===== config.mk =====
export PLATFORM = sky130hd
export DESIGN_NAME = bcd_operand_entry
export DESIGN_NICKNAME = d
export VERILOG_FILES = /design/src/rtl/bcd_operand_entry.sv
export SDC_FILE = /design/constraint.sdc
export NUM_CORES = 1
export LEC_CHECK = 0
export CAP_MARGIN = 10
export CORE_MARGIN = 5
export CORE_UTILIZATION = 25
export DETAILED_ROUTE_END_ITERATION = 16
export PLACE_DENSITY = 0.57
export SLEW_MARGIN = 20
export SYNTH_ARGS = -nofsm -noshare
export SYNTH_HDL_FRONTEND = slang
export SYNTH_SLANG_ARGS = --single-unit

===== constraint.sdc =====
create_clock -name CLK -period 3.3 [get_ports CLK]
set_clock_uncertainty 0.2 [all_clocks]
set_input_delay 0.33 -clock CLK [delete_from_list [all_inputs] [get_ports CLK]]
set_output_delay 0.33 -clock CLK [all_outputs]
set_load 0.1 [all_outputs]

===== src/rtl/bcd_operand_entry.sv =====
`default_nettype none
// ============================================================================
//  Module   : bcd_operand_entry
//  Purpose  : Keypad front end for the 8-digit sign-magnitude BCD ALU. Builds
//             operands A and B digit by digit, tracks their signs and the
//             operator, captures the ALU result on '=' and owns the display.
//  Ports    : CLK, RST (async, active-high)
//             KEY_VALID/KEY_CODE/KEY_READY : key event handshake
//             A, B, S_a, S_b, OP           : operands to the ALU
//             ALU_S, ALU_FLAG_S/OV         : combinational ALU result
//             DISP, DISP_SIGN, DISP_OV     : display value and error flag
//             RES_VALID                    : one-cycle new-result pulse
//  Revision : 1.0  initial release
// ============================================================================
module bcd_operand_entry #(
  parameter int DIGITS = 8
) (
  input  logic                CLK,
  input  logic                RST,
  input  logic                KEY_VALID,
  input  logic [3:0]          KEY_CODE,
  output logic                KEY_READY,
  output logic [4*DIGITS-1:0] A,
  output logic [4*DIGITS-1:0] B,
  output logic                S_a,
  output logic                S_b,
  output logic                OP,
  input  logic [4*DIGITS-1:0] ALU_S,
  input  logic                ALU_FLAG_S,
  input  logic                ALU_FLAG_OV,
  output logic [4*DIGITS-1:0] DISP,
  output logic                DISP_SIGN,
  output logic                DISP_OV,
  output logic                RES_VALID
);

  localparam int W     = 4 * DIGITS;
  localparam int CNT_W = $clog2(DIGITS + 1);
  localparam logic [CNT_W-1:0] CNT_MAX = CNT_W'(DIGITS);
  localparam logic [CNT_W-1:0] CNT_ONE = CNT_W'(1);

  localparam logic [3:0] KEY_ADD  = 4'd10;
  localparam logic [3:0] KEY_SUB  = 4'd11;
  localparam logic [3:0] KEY_EQ   = 4'd12;
  localparam logic [3:0] KEY_SIGN = 4'd13;
  localparam logic [3:0] KEY_CE   = 4'd14;
  localparam logic [3:0] KEY_CA   = 4'd15;

  localparam logic [1:0] ST_ENTER_A = 2'd0;
  localparam logic [1:0] ST_ENTER_B = 2'd1;
  localparam logic [1:0] ST_COMPUTE = 2'd2;
  localparam logic [1:0] ST_SHOW    = 2'd3;

  logic [1:0]       state, next_state;
  logic [CNT_W-1:0] count;
  logic [W-1:0]     result;
  logic             result_sign;

  logic key_take, is_digit, is_op, is_sub, digit_ok, clear_all;

  assign key_take = KEY_VALID && (state != ST_COMPUTE);
  assign is_digit = (KEY_CODE <= 4'd9);
  assign is_sub   = (KEY_CODE == KEY_SUB);
  assign is_op    = (KEY_CODE == KEY_ADD) || is_sub;
  // No leading zeros, and a full operand silently ignores further digits.
  assign digit_ok = ((count != '0) || (KEY_CODE != 4'd0)) && (count != CNT_MAX);
  // CA always, and CE while a result is shown, return everything to reset.
  assign clear_all = key_take &&
                     ((KEY_CODE == KEY_CA) || ((state == ST_SHOW) && (KEY_CODE == KEY_CE)));

  // State register
  always_ff @(posedge CLK or posedge RST) begin
    if (RST) state <= ST_ENTER_A;
    else     state <= next_state;
  end

  // Next-state logic
  always_comb begin
    next_state = state;
    if (clear_all) begin
      next_state = ST_ENTER_A;
    end else begin
      case (state)
        ST_ENTER_A: if (key_take && is_op)                next_state = ST_ENTER_B;
        ST_ENTER_B: if (key_take && (KEY_CODE == KEY_EQ)) next_state = ST_COMPUTE;
        ST_COMPUTE:                                       next_state = ST_SHOW;
        ST_SHOW: begin
          if (key_take && is_digit)                  next_state = ST_ENTER_A;
          else if (key_take && is_op && !DISP_OV)    next_state = ST_ENTER_B;
        end
        default:                                          next_state = ST_ENTER_A;
      endcase
    end
  end

  // Output logic: display follows whichever register the user is looking at.
  always_comb begin
    KEY_READY = (state != ST_COMPUTE);
    DISP      = result;
    DISP_SIGN = result_sign;
    case (state)
      ST_ENTER_A: begin DISP = A; DISP_SIGN = S_a; end
      ST_ENTER_B: begin DISP = B; DISP_SIGN = S_b; end
      default:    ;
    endcase
  end

  // Operand, result and flag registers
  always_ff @(posedge CLK or posedge RST) begin
    if (RST) begin
      A <= '0; B <= '0; S_a <= 1'b0; S_b <= 1'b0; OP <= 1'b0;
      count <= '0; result <= '0; result_sign <= 1'b0;
      DISP_OV <= 1'b0; RES_VALID <= 1'b0;
    end else begin
      RES_VALID <= 1'b0;
      if (clear_all) begin
        A <= '0; B <= '0; S_a <= 1'b0; S_b <= 1'b0; OP <= 1'b0;
        count <= '0; result <= '0; result_sign <= 1'b0;
        DISP_OV <= 1'b0;
      end else begin
        case (state)
          ST_ENTER_A: if (key_take) begin
            if (is_digit) begin
              if (digit_ok) begin
                A     <= {A[W-5:0], KEY_CODE};
                count <= count + CNT_ONE;
              end
            end else if (is_op) begin
              OP <= is_sub; B <= '0; S_b <= 1'b0; count <= '0;
            end else if (KEY_CODE == KEY_SIGN) begin
              S_a <= ~S_a;
            end else if (KEY_CODE == KEY_CE) begin
              A <= '0; S_a <= 1'b0; count <= '0;
            end
          end
          ST_ENTER_B: if (key_take) begin
            if (is_digit) begin
              if (digit_ok) begin
                B     <= {B[W-5:0], KEY_CODE};
                count <= count + CNT_ONE;
              end
            end else if (is_op) begin
              // Operator can only be corrected before B has any digits.
              if (count == '0) OP <= is_sub;
            end else if (KEY_CODE == KEY_SIGN) begin
              S_b <= ~S_b;
            end else if (KEY_CODE == KEY_CE) begin
              B <= '0; S_b <= 1'b0; count <= '0;
            end
          end
          ST_COMPUTE: begin
            result      <= ALU_S;
            // Suppress negative zero.
            result_sign <= ALU_FLAG_S && (ALU_S != '0);
            DISP_OV     <= ALU_FLAG_OV;
            RES_VALID   <= 1'b1;
          end
          ST_SHOW: if (key_take) begin
            if (is_digit) begin
              A       <= {{(W-4){1'b0}}, KEY_CODE};
              S_a     <= 1'b0;
              count   <= (KEY_CODE != 4'd0) ? CNT_ONE : '0;
              B       <= '0;
              DISP_OV <= 1'b0;
            end else if (is_op && !DISP_OV) begin
              // Chain: the shown result becomes the new A.
              A <= result; S_a <= result_sign; OP <= is_sub;
              B <= '0; S_b <= 1'b0; count <= '0;
            end
          end
          default: ;
        endcase
      end
    end
  end

endmodule
`default_nettype wire


==> results.toml <==
[floorplanning]
die_area_sq_um = 27300
io_pins = 144
dieWidth_microns = 165
coreArea_sq_um = 23600
std_cell_rows = 56
start_util_pct = 25.5
die_h_microns = 165

[yosys]
yosysWarnings = 0
ys.flop_type = "dfrtp_1"
avgSynthCellArea_sq_um = 9.07
synth_nets = 713
synthArstFlopShare_pct = 100
synthCells = 665
netlist_area_sq_um = 6030
synth_edf_count = 0
post_synth_num_cell_types = 61
ys_ff_latch = 108
yosysSeqAreaShare_pct = 44.8

[sta]
slew_headroom_pct = 35.0
fin_crit_sh_pct = 89.1
setup_tns_ps = 0
setup_viol_count_final = 0
drv_slew = 0
max_freq_mhz = 340
rsz0062_at_grt = "false"
period_minus_slack_ps = 2940
worstMarginPinSlew_ps = 973
hold_viol = 0

[critical_path]
cp.arrival_ps = 2410
slowest_delay_ps = 430
worst-path-max-fanout = 23
worstSetupEndpoint = "DISP[9]"
reg2regPathDepth = 7
worstSetupStartpoint = "state[0]"
crit_type = "reg2out"
path_common_cell = "nand2_1"
cpMaxStageDelayCell = "nor2_2"
crit_path_end_kind = "output pin"
reg2reg_slack_ps = 370
crit_chain = "inv_1, ha_1, nor2_2, buf_4, nand2_1, nand2_1, buf_12"
required_ps = 2770
r2r-end = "A[24]"
reg2reg_from = "state[0]"
start_kind = "flop"

[clock_tree]
clockRootBuffer = "clkbuf_16"
postCtsHoldBufs = 0
ctsResizeCount = 0
htree_levels = 3
insertion_delay_ps = 350
cts_buffer_depth = 2
cts_tree = "yes"
worst_setup_hold_path_clk_slew_ps = 70
clock_sinks = 108
cts_buffers = 9
post_cts_buffers = 0

[cells_and_area]
n_fill_cell = 2468
fin_nets = 844
post-route-cell-area_sq_um = 8340
area_delta_synth_final_pct = 38.3
num_antenna_cells = 0
drive_gt1_share_pct = 20.1

[route]
vias = 5478
drc = 0
firstDrtPassIters = 5
viasPerCell = 4.90
wl_per_cell_microns = 19.3
antenna_left = 0
drt_iter0_drc = 443
wl_mm = 21.6

[global_route]
grt_overflow = 0
grt_usage_pct = 15.7
grt_pass1_vias = 5547
grt_pass1_wl_mm = 33.0
grt_max_degree = 67
antenna_found_initial = 0

[placement]
dpl.hpwl_mm = 16.4
gp_congestion = 0.862
port-buffer-count = 143
placed_area_sq_um = 8050

[hold_path]
min_path_type = "in2async"

[outcome]
status = "complete, no violations"

[run]
maxCapViolations = 0
-- cell type report --
type | count | area (sq um) | area share, %
Sequential cell | 108 | 2700 | 32.4
Multi-Input combinational cell | 467 | 2950 | 35.3
Clock inverter | 5 | 60.1 | 0.720
Timing Repair Buffer | 172 | 1860 | 22.3
Tap cell | 319 | 399 | 4.78
Inverter | 38 | 146 | 1.75
Clock buffer | 10 | 229 | 2.74
-- critical path: cells and delay by family (launching register included) --
| kind | cells | cell delay [ps] |
|---|---|---|
| flops | 1 | 420 |
| fa+ha+maj | 1 | 260 |
| simple gates | 3 | 700 |
| buf+inv | 3 | 670 |
-- cell families (layout without fill, tap and decap cells) --
family / count (synthesis) / in the layout / share of synthesized area [%]
muxes: 64 / 64 / 11.4
AOI/OAI and AO/OA: 162 / 162 / 18.6
adders and majority gates: 7 / 7 / 1.45
buffers and inverters: 90 / 225 / 6.54
DFF: 108 / 108 / 44.8
and+or+nand+nor: 234 / 234 / 17.2
-- cell usage after synthesis, types with 2 or more instances --
cell | count | share of area (%)
nand2_1 | 170 | 11
inv_1 | 38 | 2.4
clkbuf_1 | 35 | 2.2
a21oi_1 | 19 | 1.6
o211ai_1 | 5 | 0.62
a22oi_1 | 39 | 4.9
mux2_1 | 32 | 6.0
buf_6 | 5 | 0.93
mux2i_1 | 28 | 4.6
or4_1 | 3 | 0.37
or3_1 | 2 | 0.21
and3_1 | 3 | 0.31
mux2_2 | 4 | 0.75
o31ai_1 | 4 | 0.50
dfrtp_1 | 108 | 45
nand4_1 | 3 | 0.31
a211oi_1 | 2 | 0.25
o22ai_1 | 3 | 0.31
a31oi_1 | 2 | 0.21
and2_1 | 3 | 0.31
nand3_1 | 5 | 0.41
nor2_1 | 14 | 0.87
o21ai_0 | 43 | 3.6
nand3b_1 | 6 | 0.75
buf_2 | 3 | 0.25
ha_1 | 7 | 1.5
a21o_1 | 3 | 0.37
buf_1 | 5 | 0.31
nor4_1 | 9 | 0.93
o21a_1 | 2 | 0.25
o41ai_1 | 2 | 0.29
a22o_1 | 23 | 3.3
nor3_1 | 4 | 0.33
buf_4 | 4 | 0.50
-- worst min path at each step --
stage / slack (ps) / endpoint / depth (start not counted) / from
after floorplan: 250 / result[1] / 2 / ALU_S[1]
after global placement: 320 / A[29] / 1 / A[29]
after detailed placement: 320 / OP / 2 / OP
after CTS: 260 / B[20] / 2 / RST
after global routing: 290 / B[26] / 2 / RST
final: 240 / B[26] / 2 / RST
-- stage by stage --
step                      hold slack [ps]  worst slack, ps  util (%)  instances
final                                 243              361      35.3       1119
after global routing                  289              126      35.3       1119
after CTS                             257              331      35.3       1119
after detailed placement              319              320      34.1       1104
after global placement                318              378      34.1       1104
after floorplan                       247              236         -        665
-- layout by cell type (no fill, tap or decap), types with 3 or more instances in the layout --
cell / Yosys / routed
nand2_1: 170 / 170
dfrtp_1: 108 / 108
buf_4: 4 / 94
o21ai_0: 43 / 43
clkdlybuf4s50_1: 0 / 41
a22oi_1: 39 / 39
inv_1: 38 / 37
buf_12: 0 / 37
mux2_1: 32 / 32
mux2i_1: 28 / 28
a22o_1: 23 / 23
a21oi_1: 19 / 19
nor2_1: 14 / 13
nor4_1: 9 / 9
clkbuf_16: 0 / 9
nand3b_1: 6 / 6
o211ai_1: 5 / 5
nand3_1: 5 / 5
ha_1: 7 / 5
mux2_2: 4 / 4
nor3_1: 4 / 4
o31ai_1: 4 / 4
nand4_1: 3 / 3
or4_1: 3 / 3
o22ai_1: 3 / 3
and3_1: 3 / 3
and2_1: 3 / 3
a21o_1: 3 / 3
-- sequential cells by signal (all words and copies together), names as in the netlist --
| name | flops |
|---|---|
| OP | 1 |
| A | 32 |
| result | 32 |
| RES_VALID | 1 |
| result_sign | 1 |
| S_a | 1 |
| count | 4 |
| S_b | 1 |
| DISP_OV | 1 |
| B | 32 |
| state | 2 |
-- routing by layer --
layer | vias to the layer above | wire (microns) | GRT usage [%]
met2 | 161 | 9220 | 22.8
met1 | 2693 | 10500 | 22.9
met3 | 30 | 1310 | 3.20
met5 | - | 0 | 0
met4 | 0 | 571 | 5.55
li1 | 2594 | - | -
Power is left out: the tool's default activity adds up to more than one toggle a clock period on the data nets, which glitch-free logic cannot reach.
